$ cat src/rtl/insertion_ctrl_if.sv
// Signal bundle between the insertion sequencer, the image/watermark RAMs and the
// insertion datapath. The sequencer is the master; the surrounding memories are the slave.
interface insertion_ctrl_if #(
   parameter int ADDR_W = 12
);
   logic              start;
   logic [7:0]        a1_cfg;
   logic [7:0]        a2_cfg;
   logic              busy;
   logic              done;
   logic              pix_rd_en;
   logic [ADDR_W-1:0] pix_rd_addr;
   logic [7:0]        pix_rd_data;
   logic              wm_rd_en;
   logic [ADDR_W-1:0] wm_rd_addr;
   logic [1:0]        wm_rd_data;
   logic [7:0]        dp_data1;
   logic [7:0]        dp_data2;
   logic [7:0]        dp_data3;
   logic [7:0]        dp_data4;
   logic [7:0]        dp_a1;
   logic [7:0]        dp_a2;
   logic [1:0]        dp_wm;
   logic [7:0]        dp_result;
   logic              wr_en;
   logic [ADDR_W-1:0] wr_addr;
   logic [7:0]        wr_data;

   modport master (
      input  start, a1_cfg, a2_cfg, pix_rd_data, wm_rd_data, dp_result,
      output busy, done, pix_rd_en, pix_rd_addr, wm_rd_en, wm_rd_addr,
             dp_data1, dp_data2, dp_data3, dp_data4, dp_a1, dp_a2, dp_wm,
             wr_en, wr_addr, wr_data
   );

   modport slave (
      output start, a1_cfg, a2_cfg, pix_rd_data, wm_rd_data, dp_result,
      input  busy, done, pix_rd_en, pix_rd_addr, wm_rd_en, wm_rd_addr,
             dp_data1, dp_data2, dp_data3, dp_data4, dp_a1, dp_a2, dp_wm,
             wr_en, wr_addr, wr_data
   );
endinterface

$ cat src/rtl/insertion_ctrl.sv
// Frame sequencer for watermark insertion: walks the cover image in raster order, fetches each
// clamped 2x2 neighbourhood plus watermark symbol, runs the datapath and writes the result.
module insertion_ctrl #(
   parameter int IMG_W  = 64,
   parameter int IMG_H  = 64,
   parameter int ADDR_W = 12
) (
   input  logic             clk,
   input  logic             rst_n,
   insertion_ctrl_if.master bus
);
   localparam int COL_W = $clog2(IMG_W);
   localparam int ROW_W = $clog2(IMG_H);
   localparam logic [ADDR_W-1:0] LAST_P   = ADDR_W'(IMG_W * IMG_H - 1);
   localparam logic [COL_W-1:0]  LAST_COL = COL_W'(IMG_W - 1);
   localparam logic [ROW_W-1:0]  LAST_ROW = ROW_W'(IMG_H - 1);

   typedef enum logic [2:0] {
      S_IDLE,
      S_FETCH,
      S_CAPT,
      S_EXEC,
      S_WRITE,
      S_DONE
   } state_t;

   state_t            r_state, w_stateNxt;
   logic [1:0]        r_k, w_kNxt;
   logic [COL_W-1:0]  r_col, w_colNxt;
   logic [ROW_W-1:0]  r_row, w_rowNxt;
   logic [ADDR_W-1:0] r_p, w_pNxt;

   logic              r_busy, w_busyNxt;
   logic              r_done, w_doneNxt;
   logic              r_pixRdEn, w_pixRdEnNxt;
   logic [ADDR_W-1:0] r_pixRdAddr, w_pixRdAddrNxt;
   logic              r_wmRdEn, w_wmRdEnNxt;
   logic [ADDR_W-1:0] r_wmRdAddr, w_wmRdAddrNxt;
   logic [7:0]        r_data1, w_data1Nxt;
   logic [7:0]        r_data2, w_data2Nxt;
   logic [7:0]        r_data3, w_data3Nxt;
   logic [7:0]        r_data4, w_data4Nxt;
   logic [7:0]        r_a1, w_a1Nxt;
   logic [7:0]        r_a2, w_a2Nxt;
   logic [1:0]        r_wm, w_wmNxt;
   logic              r_wrEn, w_wrEnNxt;
   logic [ADDR_W-1:0] r_wrAddr, w_wrAddrNxt;
   logic [7:0]        r_wrData, w_wrDataNxt;

   logic [ADDR_W-1:0] w_dc;
   logic [ADDR_W-1:0] w_dr;

   always_ff @(posedge clk or negedge rst_n) begin
      if (!rst_n) begin
         r_state     <= S_IDLE;
         r_k         <= '0;
         r_col       <= '0;
         r_row       <= '0;
         r_p         <= '0;
         r_busy      <= 1'b0;
         r_done      <= 1'b0;
         r_pixRdEn   <= 1'b0;
         r_pixRdAddr <= '0;
         r_wmRdEn    <= 1'b0;
         r_wmRdAddr  <= '0;
         r_data1     <= '0;
         r_data2     <= '0;
         r_data3     <= '0;
         r_data4     <= '0;
         r_a1        <= '0;
         r_a2        <= '0;
         r_wm        <= '0;
         r_wrEn      <= 1'b0;
         r_wrAddr    <= '0;
         r_wrData    <= '0;
      end else begin
         r_state     <= w_stateNxt;
         r_k         <= w_kNxt;
         r_col       <= w_colNxt;
         r_row       <= w_rowNxt;
         r_p         <= w_pNxt;
         r_busy      <= w_busyNxt;
         r_done      <= w_doneNxt;
         r_pixRdEn   <= w_pixRdEnNxt;
         r_pixRdAddr <= w_pixRdAddrNxt;
         r_wmRdEn    <= w_wmRdEnNxt;
         r_wmRdAddr  <= w_wmRdAddrNxt;
         r_data1     <= w_data1Nxt;
         r_data2     <= w_data2Nxt;
         r_data3     <= w_data3Nxt;
         r_data4     <= w_data4Nxt;
         r_a1        <= w_a1Nxt;
         r_a2        <= w_a2Nxt;
         r_wm        <= w_wmNxt;
         r_wrEn      <= w_wrEnNxt;
         r_wrAddr    <= w_wrAddrNxt;
         r_wrData    <= w_wrDataNxt;
      end
   end

   always_comb begin
      w_stateNxt     = r_state;
      w_kNxt         = r_k;
      w_colNxt       = r_col;
      w_rowNxt       = r_row;
      w_pNxt         = r_p;
      w_pixRdAddrNxt = r_pixRdAddr;
      w_wmRdAddrNxt  = r_wmRdAddr;
      w_data1Nxt     = r_data1;
      w_data2Nxt     = r_data2;
      w_data3Nxt     = r_data3;
      w_data4Nxt     = r_data4;
      w_a1Nxt        = r_a1;
      w_a2Nxt        = r_a2;
      w_wmNxt        = r_wm;
      w_wrAddrNxt    = r_wrAddr;
      w_wrDataNxt    = r_wrData;
      w_pixRdEnNxt   = 1'b0;
      w_wmRdEnNxt    = 1'b0;
      w_wrEnNxt      = 1'b0;
      w_doneNxt      = 1'b0;
      w_busyNxt      = 1'b0;
      w_dc           = '0;
      w_dr           = '0;

      unique case (r_state)
         S_IDLE: begin
            if (bus.start) begin
               w_a1Nxt    = bus.a1_cfg;
               w_a2Nxt    = bus.a2_cfg;
               w_colNxt   = '0;
               w_rowNxt   = '0;
               w_pNxt     = '0;
               w_kNxt     = 2'd0;
               w_stateNxt = S_FETCH;
            end
         end
         S_FETCH: begin
            // Read data returned this cycle belongs to the strobe issued at k-1.
            case (r_k)
               2'd1: begin
                  w_data1Nxt = bus.pix_rd_data;
                  w_wmNxt    = bus.wm_rd_data;
               end
               2'd2:    w_data2Nxt = bus.pix_rd_data;
               2'd3:    w_data3Nxt = bus.pix_rd_data;
               default: ;
            endcase
            if (r_k == 2'd3) begin
               w_stateNxt = S_CAPT;
            end else begin
               w_kNxt = r_k + 2'd1;
            end
         end
         S_CAPT: begin
            w_data4Nxt = bus.pix_rd_data;
            w_stateNxt = S_EXEC;
         end
         S_EXEC: begin
            w_wrDataNxt = bus.dp_result;
            w_wrAddrNxt = r_p;
            w_stateNxt  = S_WRITE;
         end
         S_WRITE: begin
            if (r_p == LAST_P) begin
               w_stateNxt = S_DONE;
            end else begin
               w_pNxt = r_p + ADDR_W'(1);
               if (r_col == LAST_COL) begin
                  w_colNxt = '0;
                  w_rowNxt = r_row + ROW_W'(1);
               end else begin
                  w_colNxt = r_col + COL_W'(1);
               end
               w_kNxt     = 2'd0;
               w_stateNxt = S_FETCH;
            end
         end
         S_DONE: begin
            w_stateNxt = S_IDLE;
         end
         default: begin
            w_stateNxt = S_IDLE;
         end
      endcase

      // Registered outputs follow the state being entered, so they line up with that state's cycle.
      w_dc      = (w_colNxt == LAST_COL) ? '0 : ADDR_W'(1);
      w_dr      = (w_rowNxt == LAST_ROW) ? '0 : ADDR_W'(IMG_W);
      w_busyNxt = (w_stateNxt != S_IDLE);
      w_doneNxt = (w_stateNxt == S_DONE);
      w_wrEnNxt = (w_stateNxt == S_WRITE);
      if (w_stateNxt == S_FETCH) begin
         w_pixRdEnNxt = 1'b1;
         case (w_kNxt)
            2'd0:    w_pixRdAddrNxt = w_pNxt;
            2'd1:    w_pixRdAddrNxt = w_pNxt + w_dc;
            2'd2:    w_pixRdAddrNxt = w_pNxt + w_dr;
            default: w_pixRdAddrNxt = w_pNxt + w_dr + w_dc;
         endcase
         if (w_kNxt == 2'd0) begin
            w_wmRdEnNxt   = 1'b1;
            w_wmRdAddrNxt = w_pNxt;
         end
      end
   end

   assign bus.busy        = r_busy;
   assign bus.done        = r_done;
   assign bus.pix_rd_en   = r_pixRdEn;
   assign bus.pix_rd_addr = r_pixRdAddr;
   assign bus.wm_rd_en    = r_wmRdEn;
   assign bus.wm_rd_addr  = r_wmRdAddr;
   assign bus.dp_data1    = r_data1;
   assign bus.dp_data2    = r_data2;
   assign bus.dp_data3    = r_data3;
   assign bus.dp_data4    = r_data4;
   assign bus.dp_a1       = r_a1;
   assign bus.dp_a2       = r_a2;
   assign bus.dp_wm       = r_wm;
   assign bus.wr_en       = r_wrEn;
   assign bus.wr_addr     = r_wrAddr;
   assign bus.wr_data     = r_wrData;
endmodule
$ cat src/flat_wrapper.sv
// flat-port wrapper written by rule: the top's interface ports become plain ports
module insertion_ctrl_flat 
#(
   parameter int IMG_W  = 64,
   parameter int IMG_H  = 64,
   parameter int ADDR_W = 12
)
  (clk, rst_n, bus_start, bus_a1_cfg, bus_a2_cfg, bus_pix_rd_data, bus_wm_rd_data, bus_dp_result, bus_busy, bus_done, bus_pix_rd_en, bus_pix_rd_addr, bus_wm_rd_en, bus_wm_rd_addr, bus_dp_data1, bus_dp_data2, bus_dp_data3, bus_dp_data4, bus_dp_a1, bus_dp_a2, bus_dp_wm, bus_wr_en, bus_wr_addr, bus_wr_data);
  insertion_ctrl_if #(.ADDR_W(ADDR_W)) bus_i ();
  input  logic clk;
  input  logic rst_n;
  input wire logic [$bits(bus_i.start)-1:0] bus_start;
  input wire logic [$bits(bus_i.a1_cfg)-1:0] bus_a1_cfg;
  input wire logic [$bits(bus_i.a2_cfg)-1:0] bus_a2_cfg;
  input wire logic [$bits(bus_i.pix_rd_data)-1:0] bus_pix_rd_data;
  input wire logic [$bits(bus_i.wm_rd_data)-1:0] bus_wm_rd_data;
  input wire logic [$bits(bus_i.dp_result)-1:0] bus_dp_result;
  output wire logic [$bits(bus_i.busy)-1:0] bus_busy;
  output wire logic [$bits(bus_i.done)-1:0] bus_done;
  output wire logic [$bits(bus_i.pix_rd_en)-1:0] bus_pix_rd_en;
  output wire logic [$bits(bus_i.pix_rd_addr)-1:0] bus_pix_rd_addr;
  output wire logic [$bits(bus_i.wm_rd_en)-1:0] bus_wm_rd_en;
  output wire logic [$bits(bus_i.wm_rd_addr)-1:0] bus_wm_rd_addr;
  output wire logic [$bits(bus_i.dp_data1)-1:0] bus_dp_data1;
  output wire logic [$bits(bus_i.dp_data2)-1:0] bus_dp_data2;
  output wire logic [$bits(bus_i.dp_data3)-1:0] bus_dp_data3;
  output wire logic [$bits(bus_i.dp_data4)-1:0] bus_dp_data4;
  output wire logic [$bits(bus_i.dp_a1)-1:0] bus_dp_a1;
  output wire logic [$bits(bus_i.dp_a2)-1:0] bus_dp_a2;
  output wire logic [$bits(bus_i.dp_wm)-1:0] bus_dp_wm;
  output wire logic [$bits(bus_i.wr_en)-1:0] bus_wr_en;
  output wire logic [$bits(bus_i.wr_addr)-1:0] bus_wr_addr;
  output wire logic [$bits(bus_i.wr_data)-1:0] bus_wr_data;
  assign bus_i.start = bus_start;
  assign bus_i.a1_cfg = bus_a1_cfg;
  assign bus_i.a2_cfg = bus_a2_cfg;
  assign bus_i.pix_rd_data = bus_pix_rd_data;
  assign bus_i.wm_rd_data = bus_wm_rd_data;
  assign bus_i.dp_result = bus_dp_result;
  assign bus_busy = bus_i.busy;
  assign bus_done = bus_i.done;
  assign bus_pix_rd_en = bus_i.pix_rd_en;
  assign bus_pix_rd_addr = bus_i.pix_rd_addr;
  assign bus_wm_rd_en = bus_i.wm_rd_en;
  assign bus_wm_rd_addr = bus_i.wm_rd_addr;
  assign bus_dp_data1 = bus_i.dp_data1;
  assign bus_dp_data2 = bus_i.dp_data2;
  assign bus_dp_data3 = bus_i.dp_data3;
  assign bus_dp_data4 = bus_i.dp_data4;
  assign bus_dp_a1 = bus_i.dp_a1;
  assign bus_dp_a2 = bus_i.dp_a2;
  assign bus_dp_wm = bus_i.dp_wm;
  assign bus_wr_en = bus_i.wr_en;
  assign bus_wr_addr = bus_i.wr_addr;
  assign bus_wr_data = bus_i.wr_data;
  insertion_ctrl #(.IMG_W(IMG_W), .IMG_H(IMG_H), .ADDR_W(ADDR_W)) u_core (.clk(clk), .rst_n(rst_n), .bus(bus_i));
endmodule
$ cat config.mk
export PLATFORM = sky130hd
export DESIGN_NAME = insertion_ctrl_flat
export DESIGN_NICKNAME = d
export VERILOG_FILES = /design/src/rtl/insertion_ctrl_if.sv /design/src/rtl/insertion_ctrl.sv /design/src/flat_wrapper.sv
export SDC_FILE = /design/constraint.sdc
export NUM_CORES = 1
export LEC_CHECK = 0
export BUFFER_PORTS_ARGS = -buffer_cell sky130_fd_sc_hd__buf_2
export CORE_MARGIN = 5
export CORE_UTILIZATION = 49
export DETAILED_ROUTE_END_ITERATION = 10
export MAX_ROUTING_LAYER = met4
export PLACE_DENSITY = 0.76
export SLEW_MARGIN = 10
export SYNTH_ARGS = -nofsm -noshare
export SYNTH_HDL_FRONTEND = slang
export SYNTH_SLANG_ARGS = --single-unit
$ cat constraint.sdc
create_clock -name clk -period 4.05 [get_ports clk]
set_input_delay 0.2025 -clock clk [delete_from_list [all_inputs] [get_ports clk]]
set_output_delay 0.2025 -clock clk [all_outputs]
set_load 0.01 [all_outputs]
Yosys cells after proc, flatten, opt, wreduce, memory -nomap -nowiden
Cells that the tools add are included. Widths: inputs -> output; s select.

Flip-flop bits (word level): 128. Input bits: 37. Logic and storage cells: 77.

Add/sub/neg operators: 7. Equality and inequality tests: 16. Muxes and demuxes: 25. Reductions and logical operators: 8.

Operator list (count): $add 12x12->12 (3); $mux 6 (6); $pmux 12 s3 (1); $mux 12 (2); $pmux 12 s2 (1); $pmux 6 s2 (2); $eq 6x6->1 const B (3); $pmux 3 s5 (1); $add 12x1->12 const B (1); $add 6x1->6 const B (2); $eq 12x12->1 const B (1); $reduce_and 2->1 (5); $eq 3x3->1 const B (3); $mux 3 (3); $mux 7 (1); $eq 2x2->1 const B (3); $eq 3x1->1 const B (2); $eq 3x2->1 const B (2); $mux 2 (3); $pmux 2 s3 (1); $eq 2x1->1 const B (2); $mux 1 (4); $logic_not 3->1 (1); $reduce_bool 3->1 (1); 2 further kinds (2).

Longest topological paths before layout
Word-level depth: 9. Depth in mapped cells: 20. Gate-level depth less buffers: 18.

Least setup slack after synthesis
No wires, ideal clock.

Path type: flip-flop to flip-flop. Start point: reg u_core.r_p[1]. End point: reg u_core.r_pixRdAddr[9] (netlist: u_core.bus.pix_rd_addr[9]). Library setup time: 126 ps. Data arrival time: 4114 ps. Data required time: 3924 ps. Path slack: -190 ps. Stages on the path, launching flop included: 20. Clock period less this slack: 4240 ps. Path through: dfrtp_1 > ha_1 > and2_1 > nand4_4 > buf_6 > nand2_1 > nor2_1 > nand4_1 > xor2_1 > nor2_1 > nand4_1 > ha_1 > ha_1 > or3_1 > a21oi_1 > o211ai_1 > or4_1 > a32o_1 > mux2i_1 > a221o_1.

Cells in the longest elaborated chain, start to end: 8. Elaborated cells on any way between the ends: 25. Classes of those cells: 4 x add/sub; 6 x eq/ne; 14 x mux; 1 x reduce/logical.

RTL lines: from (decl) (line insertion_ctrl.sv:31) `logic [ADDR_W-1:0] r_p, w_pNxt;`; from (signal assigned) (line insertion_ctrl.sv:81) `r_p <= w_pNxt;`; $eq 12x12->1 (*) (line insertion_ctrl.sv:165) `if (r_p == LAST_P) begin`; $mux 6 (*) (line insertion_ctrl.sv:165); $pmux 6 s2 (*) (line insertion_ctrl.sv:126) `unique case (r_state)`; via u_core.w_rowNxt[4] (line insertion_ctrl.sv:30) `logic [ROW_W-1:0] r_row, w_rowNxt;`; $eq 6x6->1 (*) (line insertion_ctrl.sv:189) `w_dr = (w_rowNxt == LAST_ROW) ? '0 : ADDR_W'(IMG_W);`; $mux 7 (*) (line insertion_ctrl.sv:189); $add 12x12->12 (*) (line insertion_ctrl.sv:198, insertion_ctrl.sv:199); $add 12x12->12 (line insertion_ctrl.sv:199) `default: w_pixRdAddrNxt = w_pNxt + w_dr + w_dc;`; $pmux 12 s3 (*) (line insertion_ctrl.sv:195) `case (w_kNxt)`; to (signal assigned) (line insertion_ctrl.sv:85) `r_pixRdAddr <= w_pixRdAddrNxt;`; to (decl) (line insertion_ctrl.sv:36) `logic [ADDR_W-1:0] r_pixRdAddr, w_pixRdAddrNxt;`.

The timed path passes the listed nets; every way through them passes the cells marked *. A chain may end at the register's enable or synchronous reset.

Worst setup path after layout
Start point: reg u_core.r_col[1]. End point: reg u_core.r_pixRdAddr[9] (netlist: u_core.bus.pix_rd_addr[9]).

Cells in the longest elaborated chain, start to end: 9. Elaborated cells on any way between the ends: 17. Classes of those cells: 4 x add/sub; 3 x eq/ne; 10 x mux.

RTL lines: from (decl) (line insertion_ctrl.sv:29) `logic [COL_W-1:0] r_col, w_colNxt;`; from (signal assigned) (line insertion_ctrl.sv:79) `r_col <= w_colNxt;`; $eq 6x6->1 (*) (line insertion_ctrl.sv:169) `if (r_col == LAST_COL) begin`; $mux 6 (*) (line insertion_ctrl.sv:169); $mux 6 (*) (line insertion_ctrl.sv:165); $pmux 6 s2 (*) (line insertion_ctrl.sv:126); via u_core.w_rowNxt[4] (line insertion_ctrl.sv:30); $eq 6x6->1 (*) (line insertion_ctrl.sv:189); $mux 7 (*) (line insertion_ctrl.sv:189); $add 12x12->12 (*) (line insertion_ctrl.sv:198, insertion_ctrl.sv:199); $add 12x12->12 (line insertion_ctrl.sv:199); $pmux 12 s3 (*) (line insertion_ctrl.sv:195).

Marked as above.

==> flow_summary.toml <==
[placement]
gp_congestion = 0.925
place.port_buffers = 135
dp_hpwl_mm = 12.1
placed_area_um2 = 7260

[sta]
min_period_ns = 4.04
fmax_mhz = 248
tightest_slew_ns = 0.922
rsz0062_at_grt = "true"
slew_viol_final = 0
setup_viol = 0
relSlewSlack_pct = 38.5
clock_skew_ns = 0.00534
tns_ns = 0
whs_ns = 0.0213
finalHoldViolCount = 0
post-route-period-util_pct = 99.7

[cts]
numCtsBuffers = 17
cts-htree-levels = 4
cts_root_buf = "clkbuf_16"
cts.clk_slew.worst_paths_ns = 0.05
clk_path_buf_depth = 2
cts_tree = "built"
cts.sink_count = 128
clock_latency_ns = 0.42

[flow_run]
maxCapViolCount = 0

[synth]
synth.ff_latch_count = 128
syn_nets = 630
yosysWarnings = 0
yosysSeqAreaShare_pct = 51.9
yosysTopAreaCell = "dfrtp_1"
synthCells = 586
yosysUniqueCellTypes = 74
ys_async_sr_fraction_pct = 100
synth_top_area_share_pct = 51.9
synth.area.top_cells = "dfrtp_1 (52%), mux2_2 (8.6%), nand2_1 (8.3%)"
synth_area_um2 = 6170
synth.avg_cell_area_um2 = 10.5
synth_top_flop_cell = "dfrtp_1"
synth_edf_count = 0

[global_routing]
grt-ovfl-total = 0
grt_pass1_vias = 5522
grt_start_max_net_pins = 73
grt_pass1_wl_mm = 27.7
antenna_found_initial = 0
grt_use_total_pct = 24.8

[final_layout]
final_util_pct = 65.9
final_area_um2 = 8210
num_antenna_cells = 0
drive_gt1_share_pct = 38.3
area_growth_pct = 33.1
fin_nets = 833
fill_cells = 1012

[status]
run_status = "completed"

[routing]
vias_per_cell = 5.49
ant_nets = 0
wl_per_cell_um = 17.7
num_vias = 5340
drc = 0
drtIter0Drc = 435
drt_first_pass_iters = 5
wirelength_mm = 17.2

[hold_path]
min_path_type = "input pin to register"

[floorplanning]
die-area_um2 = 14900
initial_utilization_pct = 49.5
row_count = 41
boundaryPins = 136
coreArea_um2 = 12500
die_x_um = 122
die_height_um = 122

[worst_setup_path]
cp_cell_sequence = "ha_4 -> nand4_1 -> buf_4 -> nor2_4 -> nand4_1 -> xor2_1 -> nor2_1 -> nand4_1 -> ha_2 -> ha_4 -> or3_1 -> a21oi_2 -> o211ai_1 -> or4_1 -> a32o_2 -> mux2i_1 -> a221o_1"
slowest_delay_ns = 0.55
critPathSlowestCell = "or4_1"
cp_common_cell = "nand4_1"
start_kind = "register"
cp_data_arrival_time_ns = 4.33
worstPathMaxFanout = 4
cp-end-kind = "register"
worstSetupPathType = "register to register"
required_ns = 4.34
reg2reg_slack_ns = 0.01

[pwr]
ir_worst_vdd_v = 0.000251
pwr_density_cell_nw_per_um2 = 361
p_leak_nw = 3.78
[state kept, by name (all words and copies together) (netlist names), 12 cells and up]
register,flops
u_core.r_p,12
u_core.bus.wm_rd_addr,12
u_core.bus.wr_addr,12
u_core.bus.pix_rd_addr,12
[placed cells by master (no fill, tap or decap), types with 4 or more instances in the layout]
cell type and count:
and4_1 4, nor3_2 4, clkbuf_16 17, mux2_2 47, clkinv_2 5, buf_2 134
inv_1 6, o31ai_1 5, a31oi_1 4, dlygate4sd3_1 25, nand3_1 13, dfrtp_2 5
and2_1 7, o21ai_0 29, xnor2_1 9, clkinv_1 4, nor2_1 22, mux2i_1 7
dfrtp_1 123, nand4_1 14, nand2_1 135, buf_4 54, and3_1 5, a21oi_1 12
xor2_1 10
[per-stage QoR]
stage,total power [mW],std cells,setup WS (ns)
final,2.96,973,0.0125
after detailed placement,1.51,907,-0.0648
after CTS,2.99,966,0.00516
after floorplan,1.42,586,0.0172
after global placement,1.50,907,0.0753
after global routing,3.07,973,-0.0603
[path summary, 6_finish.rpt]
path | start | end | cells after the start
setup / recovery | u_core.r_col[1] | u_core.bus.pix_rd_addr[9] | 17
min in group asynchronous | rst_n | u_core.bus.wm_rd_addr[9] | 2
max in group asynchronous | rst_n | u_core.r_state[1] | 3
hold reg to reg | u_core.bus.wm_rd_addr[9] | u_core.bus.wm_rd_addr[9] | 2
setup reg to reg | u_core.r_col[1] | u_core.bus.pix_rd_addr[9] | 17
hold / removal | bus_wm_rd_data[1] | u_core.bus.dp_wm[1] | 2
[critical path: cells and delay by family (launching register included)]
family / cells / cell delay [ns]
AOI/OAI and AO/OA: 4 / 0.82
xor gates and xnor gates: 1 / 0.16
adders and majority gates: 3 / 0.57
buffers and inverters: 1 / 0.21
DFF: 1 / 0.42
muxes: 1 / 0.11
and+or+nand+nor: 7 / 1.63
[where the power goes]
group          internal, mW  switching, mW
Combinational        0.0787         0.0890
Clock                 0.911          0.545
Sequential             1.32         0.0230
Total                  2.31          0.657
[Yosys cell counts, types with 3 or more instances]
cell type / n
o21ai_0: 29
nand2_1: 137
and2_1: 8
mux2i_1: 7
o211ai_1: 3
a22o_1: 3
buf_6: 4
dfrtp_1: 128
mux2_2: 47
and3_1: 5
nand4_1: 14
a31oi_1: 4
nand3_1: 13
nor3_1: 3
xor2_1: 10
and4_1: 4
buf_2: 6
inv_1: 6
xnor2_1: 9
or4b_1: 3
a21oi_1: 13
o22ai_1: 3
clkinv_1: 4
o31ai_1: 5
nor2_1: 25
nor2b_1: 3
or3_1: 3
nor4b_1: 3
ha_1: 7
clkbuf_1: 13
buf_4: 4
[area by class of cell]
cell class / instances / area (um^2) / area share, %
inverters: 12 / 45.0 / 0.548
well taps: 172 / 215 / 2.62
clock buffers: 20 / 447 / 5.44
repair buffers: 213 / 1330 / 16.1
flip-flops and latches: 128 / 3210 / 39.1
clock inverters: 11 / 116 / 1.42
multi-input cells: 417 / 2860 / 34.8
[logic make-up (layout without fill, tap and decap cells)]
kind of cell,count (synthesis),after routing,share of synthesized area (%)
AND/OR/NAND/NOR,247,247,20.6
flip-flops,128,128,51.9
AO/OA/AOI/OAI,89,89,10.1
multiplexers,55,55,9.95
buffers and inverters,41,256,3.34
XOR/XNOR,19,19,2.70
adder cells (fa/ha/maj),7,7,1.42
[what timing repair did]
action,CTS,global route
gates resized for setup,8,11
hold buffers,25,0
buffers inserted,3,7
hold endpoints to repair,94,0
cloned,0,0
setup endpoints to repair,1,3
pin swaps,6,14
[per-layer routing]
metal | part of all wire, % | global-route usage [%]
met5 | 0 | -
met4 | 3.7 | 11.3
met3 | 5.5 | 5.21
met2 | 50 | 40.0
met1 | 41 | 30.1
(Power assumes the default switching activity.)
